$ cat src/rtl/booth16_pp_accumulator.sv
// booth16_pp_accumulator
//   Consumer end of the radix-16 Booth multiplier. Strobes the external shift
//   register to load Q, then consumes one {digit, last_bit} window per cycle.
//   Each window is recoded to a signed digit in -8..+8, and digit*M*16^i is
//   accumulated. The signed 2*WIDTH product is returned over valid/ready.
//
// Optional feature macro: BOOTH16_ABORT_EN (adds i_abort).
//
// Ports
//   clk, rst_n       clock (rising edge), async active-low reset
//   i_start          request a multiply, honoured only in IDLE
//   i_multiplicand   signed M, captured on the start-accept edge
//   i_digit          shift-register dout (current Q nibble)
//   i_last_bit       bit below the current nibble (0 for the first window)
//   o_sr_load        shift-register load strobe (combinational)
//   o_busy           high in RUN and DONE
//   o_prod_valid     product valid
//   i_prod_ready     downstream accepts the product
//   o_product        signed M*Q
//   i_abort          (BOOTH16_ABORT_EN only) drop the current job in RUN/DONE
module booth16_pp_accumulator #(
  parameter int WIDTH = 16
) (
  input  logic               clk,
  input  logic               rst_n,
  input  logic               i_start,
  input  logic [WIDTH-1:0]   i_multiplicand,
  input  logic [3:0]         i_digit,
  input  logic               i_last_bit,
`ifdef BOOTH16_ABORT_EN
  input  logic               i_abort,
`endif
  output logic               o_sr_load,
  output logic               o_busy,
  output logic               o_prod_valid,
  input  logic               i_prod_ready,
  output logic [2*WIDTH-1:0] o_product
);
  localparam int N  = WIDTH / 4;
  localparam int CW = (N > 1) ? $clog2(N) : 1;
  localparam int MW = WIDTH + 4;  // holds +-8M without overflow
  localparam logic [CW-1:0] LAST = CW'(N - 1);

  typedef enum logic [1:0] {S_IDLE, S_RUN, S_DONE} state_t;

  state_t                     r_state, w_state_nxt;
  logic signed [MW-1:0]       r_m1, r_m3, r_m5, r_m7;
  logic signed [2*WIDTH-1:0]  r_acc, r_prod;
  logic [CW-1:0]              r_cnt;
  logic                       r_vld;

  logic                       w_abort;
  logic                       w_accept, w_finish, w_handoff;
  logic signed [MW-1:0]       w_m1, w_sel, w_pp;
  logic signed [4:0]          w_d;
  logic [4:0]                 w_mag;
  logic                       w_neg;
  logic signed [2*WIDTH-1:0]  w_pp_ext, w_acc_nxt;

`ifdef BOOTH16_ABORT_EN
  assign w_abort = i_abort & (r_state != S_IDLE);
`else
  assign w_abort = 1'b0;
`endif

  assign w_m1 = {{4{i_multiplicand[WIDTH-1]}}, i_multiplicand};

  // digit value: nibble read as signed, plus the borrowed bit from below
  assign w_d   = $signed({i_digit[3], i_digit}) + $signed({4'b0000, i_last_bit});
  assign w_neg = w_d[4];
  assign w_mag = w_neg ? 5'(-w_d) : 5'(w_d);

  // |d|*M from the odd multiples and shifts
  always_comb begin
    w_sel = '0;
    case (w_mag)
      5'd1:    w_sel = r_m1;
      5'd2:    w_sel = r_m1 <<< 1;
      5'd3:    w_sel = r_m3;
      5'd4:    w_sel = r_m1 <<< 2;
      5'd5:    w_sel = r_m5;
      5'd6:    w_sel = r_m3 <<< 1;
      5'd7:    w_sel = r_m7;
      5'd8:    w_sel = r_m1 <<< 3;
      default: w_sel = '0;
    endcase
  end

  assign w_pp      = w_neg ? -w_sel : w_sel;
  assign w_pp_ext  = {{(2*WIDTH-MW){w_pp[MW-1]}}, w_pp};
  assign w_acc_nxt = r_acc + (w_pp_ext << {r_cnt, 2'b00});

  assign w_accept  = (r_state == S_IDLE) & i_start;
  assign w_finish  = (r_state == S_RUN) & (r_cnt == LAST) & ~w_abort;
  assign w_handoff = (r_state == S_DONE) & r_vld & i_prod_ready & ~w_abort;

  always_ff @(posedge clk or negedge rst_n) begin
    if (!rst_n) r_state <= S_IDLE;
    else        r_state <= w_state_nxt;
  end

  always_comb begin
    w_state_nxt = r_state;
    o_sr_load   = 1'b0;
    o_busy      = 1'b0;
    case (r_state)
      S_IDLE: begin
        o_sr_load = i_start;
        if (i_start) w_state_nxt = S_RUN;
      end
      S_RUN: begin
        o_busy = 1'b1;
        if (w_abort)                  w_state_nxt = S_IDLE;
        else if (r_cnt == LAST)       w_state_nxt = S_DONE;
      end
      S_DONE: begin
        o_busy = 1'b1;
        if (w_abort)                  w_state_nxt = S_IDLE;
        else if (r_vld & i_prod_ready) w_state_nxt = S_IDLE;
      end
      default: w_state_nxt = S_IDLE;
    endcase
  end

  always_ff @(posedge clk or negedge rst_n) begin
    if (!rst_n) begin
      r_m1   <= '0;
      r_m3   <= '0;
      r_m5   <= '0;
      r_m7   <= '0;
      r_acc  <= '0;
      r_cnt  <= '0;
      r_prod <= '0;
      r_vld  <= 1'b0;
    end else begin
      if (w_accept) begin
        r_m1  <= w_m1;
        r_m3  <= w_m1 + (w_m1 <<< 1);
        r_m5  <= w_m1 + (w_m1 <<< 2);
        r_m7  <= (w_m1 <<< 3) - w_m1;
        r_acc <= '0;
        r_cnt <= '0;
      end else if (r_state == S_RUN && !w_abort) begin
        r_acc <= w_acc_nxt;
        if (r_cnt != LAST) r_cnt <= r_cnt + 1'b1;
      end
      if (w_finish) begin
        r_prod <= w_acc_nxt;
        r_vld  <= 1'b1;
      end else if (w_handoff || w_abort) begin
        r_vld  <= 1'b0;
      end
    end
  end

  assign o_prod_valid = r_vld;
  assign o_product    = r_prod;

endmodule

$ cat config.mk
export PLATFORM = sky130hd
export DESIGN_NAME = booth16_pp_accumulator
export DESIGN_NICKNAME = d
export VERILOG_FILES = /design/src/rtl/booth16_pp_accumulator.sv
export SDC_FILE = /design/constraint.sdc
export NUM_CORES = 1
export LEC_CHECK = 0
export ABC_AREA = 1
export CAP_MARGIN = 20
export CORE_MARGIN = 8
export CORE_UTILIZATION = 35
export CTS_CLUSTER_DIAMETER = 120
export DETAILED_ROUTE_END_ITERATION = 12
export HOLD_SLACK_MARGIN = 0.08
export PLACE_DENSITY_LB_ADDON = 0.15
export SLEW_MARGIN = 20
export SYNTH_ARGS = -nofsm -noshare
export SYNTH_HDL_FRONTEND = slang
export SYNTH_SLANG_ARGS = --single-unit
export TNS_END_PERCENT = 10
$ cat constraint.sdc
create_clock -name clk -period 5 [get_ports clk]
set_input_delay 1 -clock clk [delete_from_list [all_inputs] [get_ports clk]]
set_output_delay 1 -clock clk [all_outputs]
set_load 0.05 [all_outputs]
==> results.md <==
Synthesis:
- By area, the combinational part of the netlist is dominated by simple AND/OR/NAND/NOR gates.
- The combined area of all synthesized cells is around 0.011 mm2.
- Each instance of the synthesized netlist takes up on average a little under 7 um2.
- The proportion of netlist area held by the largest area contributor is 0.3059.
- By count the netlist is led by nand2_1 (444), inv_1 (179), nor2_1 (154).
- The area share of and/or/nand/nor cells after synthesis is 0.3050.
- The proportion of synthesized area in mux cells is 0.
- In the post-synthesis netlist, the cell with the most instances is nand2_1.
- The number of nets produced by synthesis is between 1,500 and 2,000.
- dfrtp_1 takes more of the synthesized area than any other cell.
- Of the total synthesized cell area, the portion taken by XOR and XNOR cells is 0.04283.
- The cell count after synthesis is approximately 1,600.
- Counting distinct cell types in the post-synthesis netlist gives between 50 and 60.
- Yosys mapped a number of flops with a built-in enable equal to 0.
- Among all flip-flop cells after synthesis, the most frequent one is dfrtp_1.
- The total of flip-flops plus latches after synthesis is about 140.
- By area the synthesized netlist is led by dfrtp_1 (31%), nand2_1 (15%), ha_1 (9.7%).
- For this run, the register share of the synthesized area comes to 0.3059.
- The compound-gate portion of the synthesized area came to 0.1607.
- Of the total synthesized cell area, the portion taken by full adders, half adders and majority gates is 0.1029.
- In the synthesized netlist the async set-or-reset flop fraction comes to 1.000.
- The number of warnings issued by yosys is 0.

Clock tree:
- The TritonCTS clock tree is yes.
- After clock tree synthesis, the clock-pin slew on the worst setup and hold paths is around 0.06 ns.
- The sink count of the clock tree is around 140.
- The H-tree level count is 4.
- The clock reaches the later pin of the worst-skew pair after 0.43 ns.
- The total clock buffers created by CTS is 17.
- The deepest clock path buffer count is 2.
- For this design, the CTS-stage hold fixing added 0 buffers.
- The tree is rooted in a clkbuf_16.

STA:
- Derived from the worst setup path, the maximum achievable clock frequency is a little under 200 MHz.
- Hold timing on the final database bottoms out at a slack of 0.4794 ns.
- The slew at the pin closest to its max-slew limit is 0.9617 ns.
- Setup repair after global routing could not meet its margin everywhere.
- In the final timing run, aggregate negative setup slack is -0.1061 ns.
- The worst max-slew margin expressed relative to the limit is 0.3566.
- Dividing the final minimum period by the clock period gives 1.006.
- Setup slack on the critical path of the routed design comes to -0.03021 ns.
- The final count of negative-setup-slack endpoints is 4.
- The final hold violation count was 0.
- The final setup skew is approximately 0.019 ns.
- The total count of max-transition violations in the final report was 0.
- The shortest clock period the worst path allows after layout is about 5 ns.

Place:
- The number of placed instances, taps included is between 2,000 and 2,500.
- Once placement finished, the instance area stood at between 0.01 and 0.015 mm2.
- Input and output buffers added on the ports amount to a little under 60.
- Timing analysis after detailed placement gives a worst setup slack of -1.261 ns.
- The sum of net half-perimeters after detailed placement is approximately 27 mm.
- The congestion estimate from routability-driven global placement came to between 0.9 and 1.

GRT:
- Across every metal layer, demand over resource in global routing totals 0.1873.
- The first global-routing pass estimated a little under 60 mm of wire.
- The via count of the first global-routing pass is ~11,000.
- The initial antenna violation count is 0.
- Summed over all layers, the global routing overflow is 0.
- Entering global routing, the biggest net connects between 100 and 150 pins.

Flow run:
- The number of maximum-capacitance violations is 0.

Critical path:
- The required time reported for the critical path endpoint is between 5 and 6 ns.
- Tracing the worst setup path back leads to its startpoint at i_last_bit.
- The minimum setup slack among reg-to-reg paths is approximately 1.1 ns.
- The slowest stage of the critical path is the ha_1 cell.
- The endpoint type of the worst setup path is a flop.
- The family with the most delay on the worst path is simple AND/OR/NAND/NOR gates.
- The library cell appearing most often on the critical path is nand2_1.
- The biggest cell delay along the critical path is 0.34 ns.
- Counting both buffers and inverters, the worst setup path holds a total of 7.
- The cell count along the critical path is 37.
- The critical-path maximum fanout is 5.
- The type of element launching the critical path is an input pin.
- The number of cells on the worst reg-to-reg path is 27.
- At the worst endpoint, the arrival time is between 5 and 6 ns.
- In this run the critical register-to-register path is launched from r_m1[0].
- The critical register-to-register path endpoint is o_product[21].
- The end of the critical path is o_product[21].
- The type of the worst setup path is in -> reg.

Cells and area:
- The finished cells cover 0.01524 mm2.
- In the final design database the tool counted between 1,500 and 2,000 nets.
- Once layout is complete, the utilization of the core stands at 0.4866.
- The filler cells instantiated in the layout total between 3,000 and 4,000.
- From synthesis to final layout, the design area changed by 37.97%.
- The multi-input logic area is roughly 0.0077 mm2.
- Of the cells placed in the final design, the portion with a size suffix greater than 1 is 0.2530.
- The number of antenna diodes in the final layout is 0.
- Excluding fillers, the count of instances in the completed layout stands at approximately 2,300.
- In the final layout, flip-flops and latches occupy ~0.0034 mm2.

Drt:
- In the final routed layout, each cell accounts on average for between 15 and 20 um.
- The first TritonRoute pass finished after 5 iterations.
- The detail route stage leaves a number of antenna-violating nets equal to 0.
- The post-detailed-route DRC marker count is 0.
- After detailed routing, the total wire length is between 30 and 40 mm.
- The ratio of routed vias to standard cells is about 5.
- The first-iteration detailed-routing DRC count is between 600 and 700.
- Detailed routing inserted a total of between 10,000 and 15,000 vias.

Pwr:
- In this run the power density over the cells is between 700 and 800 mW/mm2.
- The worst-case IR drop observed on VDD is 0.3043 mV.
- The analysis attributes to cell leakage a power of approximately 7.7 nW.
- Summing internal, switching and leakage power gives 11.89 mW.

Status:
- The run finished, with violations left.
- The checks that failed: negative setup slack.

Worst hold path:
- The min-delay analysis places its worst path in the category reg -> reg.

Floorplanning:
- The die covers 0.03749 mm2.
- The number of core rows is 65.
- The chip width is between 150 and 200 um.
- The die is 193.6 um tall.
- The starting utilization of the core area is 0.3527.
- The core region is approximately 0.031 mm2.
- The top-level I/O count is 60.
[tightest hold or removal path, cell delays in order (launching register included)]
cell     delay (ns)
dfrtp_1        0.34
nand2_1        0.05
o31ai_1        0.05
[worst min-delay path by stage]
| stage | slack [ns] | cells past startpoint | endpoint | from |
|---|---|---|---|---|
| final | 0.48 | 2 | r_m5[13] | r_m5[13] |
| after global routing | 0.50 | 2 | o_product[12] | o_product[12] |
| after CTS | 0.48 | 2 | r_m5[13] | r_m5[13] |
| after detailed placement | 0.47 | 2 | o_product[2] | o_product[2] |
| after global placement | 0.46 | 2 | o_product[2] | o_product[2] |
| after floorplan | 0.45 | 2 | r_m5[15] | r_m5[15] |
[registers in the layout (all words and copies together), names as in the netlist]
name,cells
r_acc,32
r_state,2
r_m5,16
r_m3,16
r_cnt,2
o_prod_valid,1
r_m7,19
o_product,32
r_m1,15
[report_power, final]
group | leakage [nW] | internal, mW | switching, mW | total (mW)
Combinational | 5.72 | 3.84 | 4.67 | 8.51
Clock | 0.287 | 0.801 | 0.542 | 1.34
Sequential | 1.69 | 1.62 | 0.415 | 2.03
Total | 7.69 | 6.26 | 5.63 | 11.9
[placed cells by master, fill, tap and decap left out, types with 24 or more instances in the layout]
cell,count
o21ai_0,120
a21oi_1,69
ha_1,70
buf_4,220
clkdlybuf4s50_1,52
o21ai_2,24
nand3_1,117
nand2_1,407
dfrtp_1,135
nand2_2,39
inv_1,171
nor2_2,27
nor2_1,122
[logic make-up after synthesis]
logic type,Yosys count
AND/OR/NAND/NOR,791
AO/OA/AOI/OAI,318
buffers and inverters,232
flip-flops,135
adder cells (fa/ha/maj),89
XOR/XNOR,54
[metal layers]
metal  vias up  GRT usage  part of all wire
met4         0    0.05502             0.020
met2       151     0.3298              0.49
li1       5828          -                 -
met1      5271     0.2362              0.46
met5         -          0                 0
met3        35    0.02395             0.026
[cell type report]
type,count,share of cell area
Multi-Input combinational cell,1253,0.5035
Sequential cell,135,0.2217
Timing Repair Buffer,287,0.1557
Inverter,186,0.04665
Tap cell,402,0.03301
Clock buffer,21,0.02956
Clock inverter,11,0.009855
[repair_timing]
item,in CTS,in global routing
setup endpoints to repair,46,38
gates cloned,1,0
buffers inserted,29,13
gates resized for setup,116,92
pin swaps,61,43
Power figures use the tool's default switching activity.
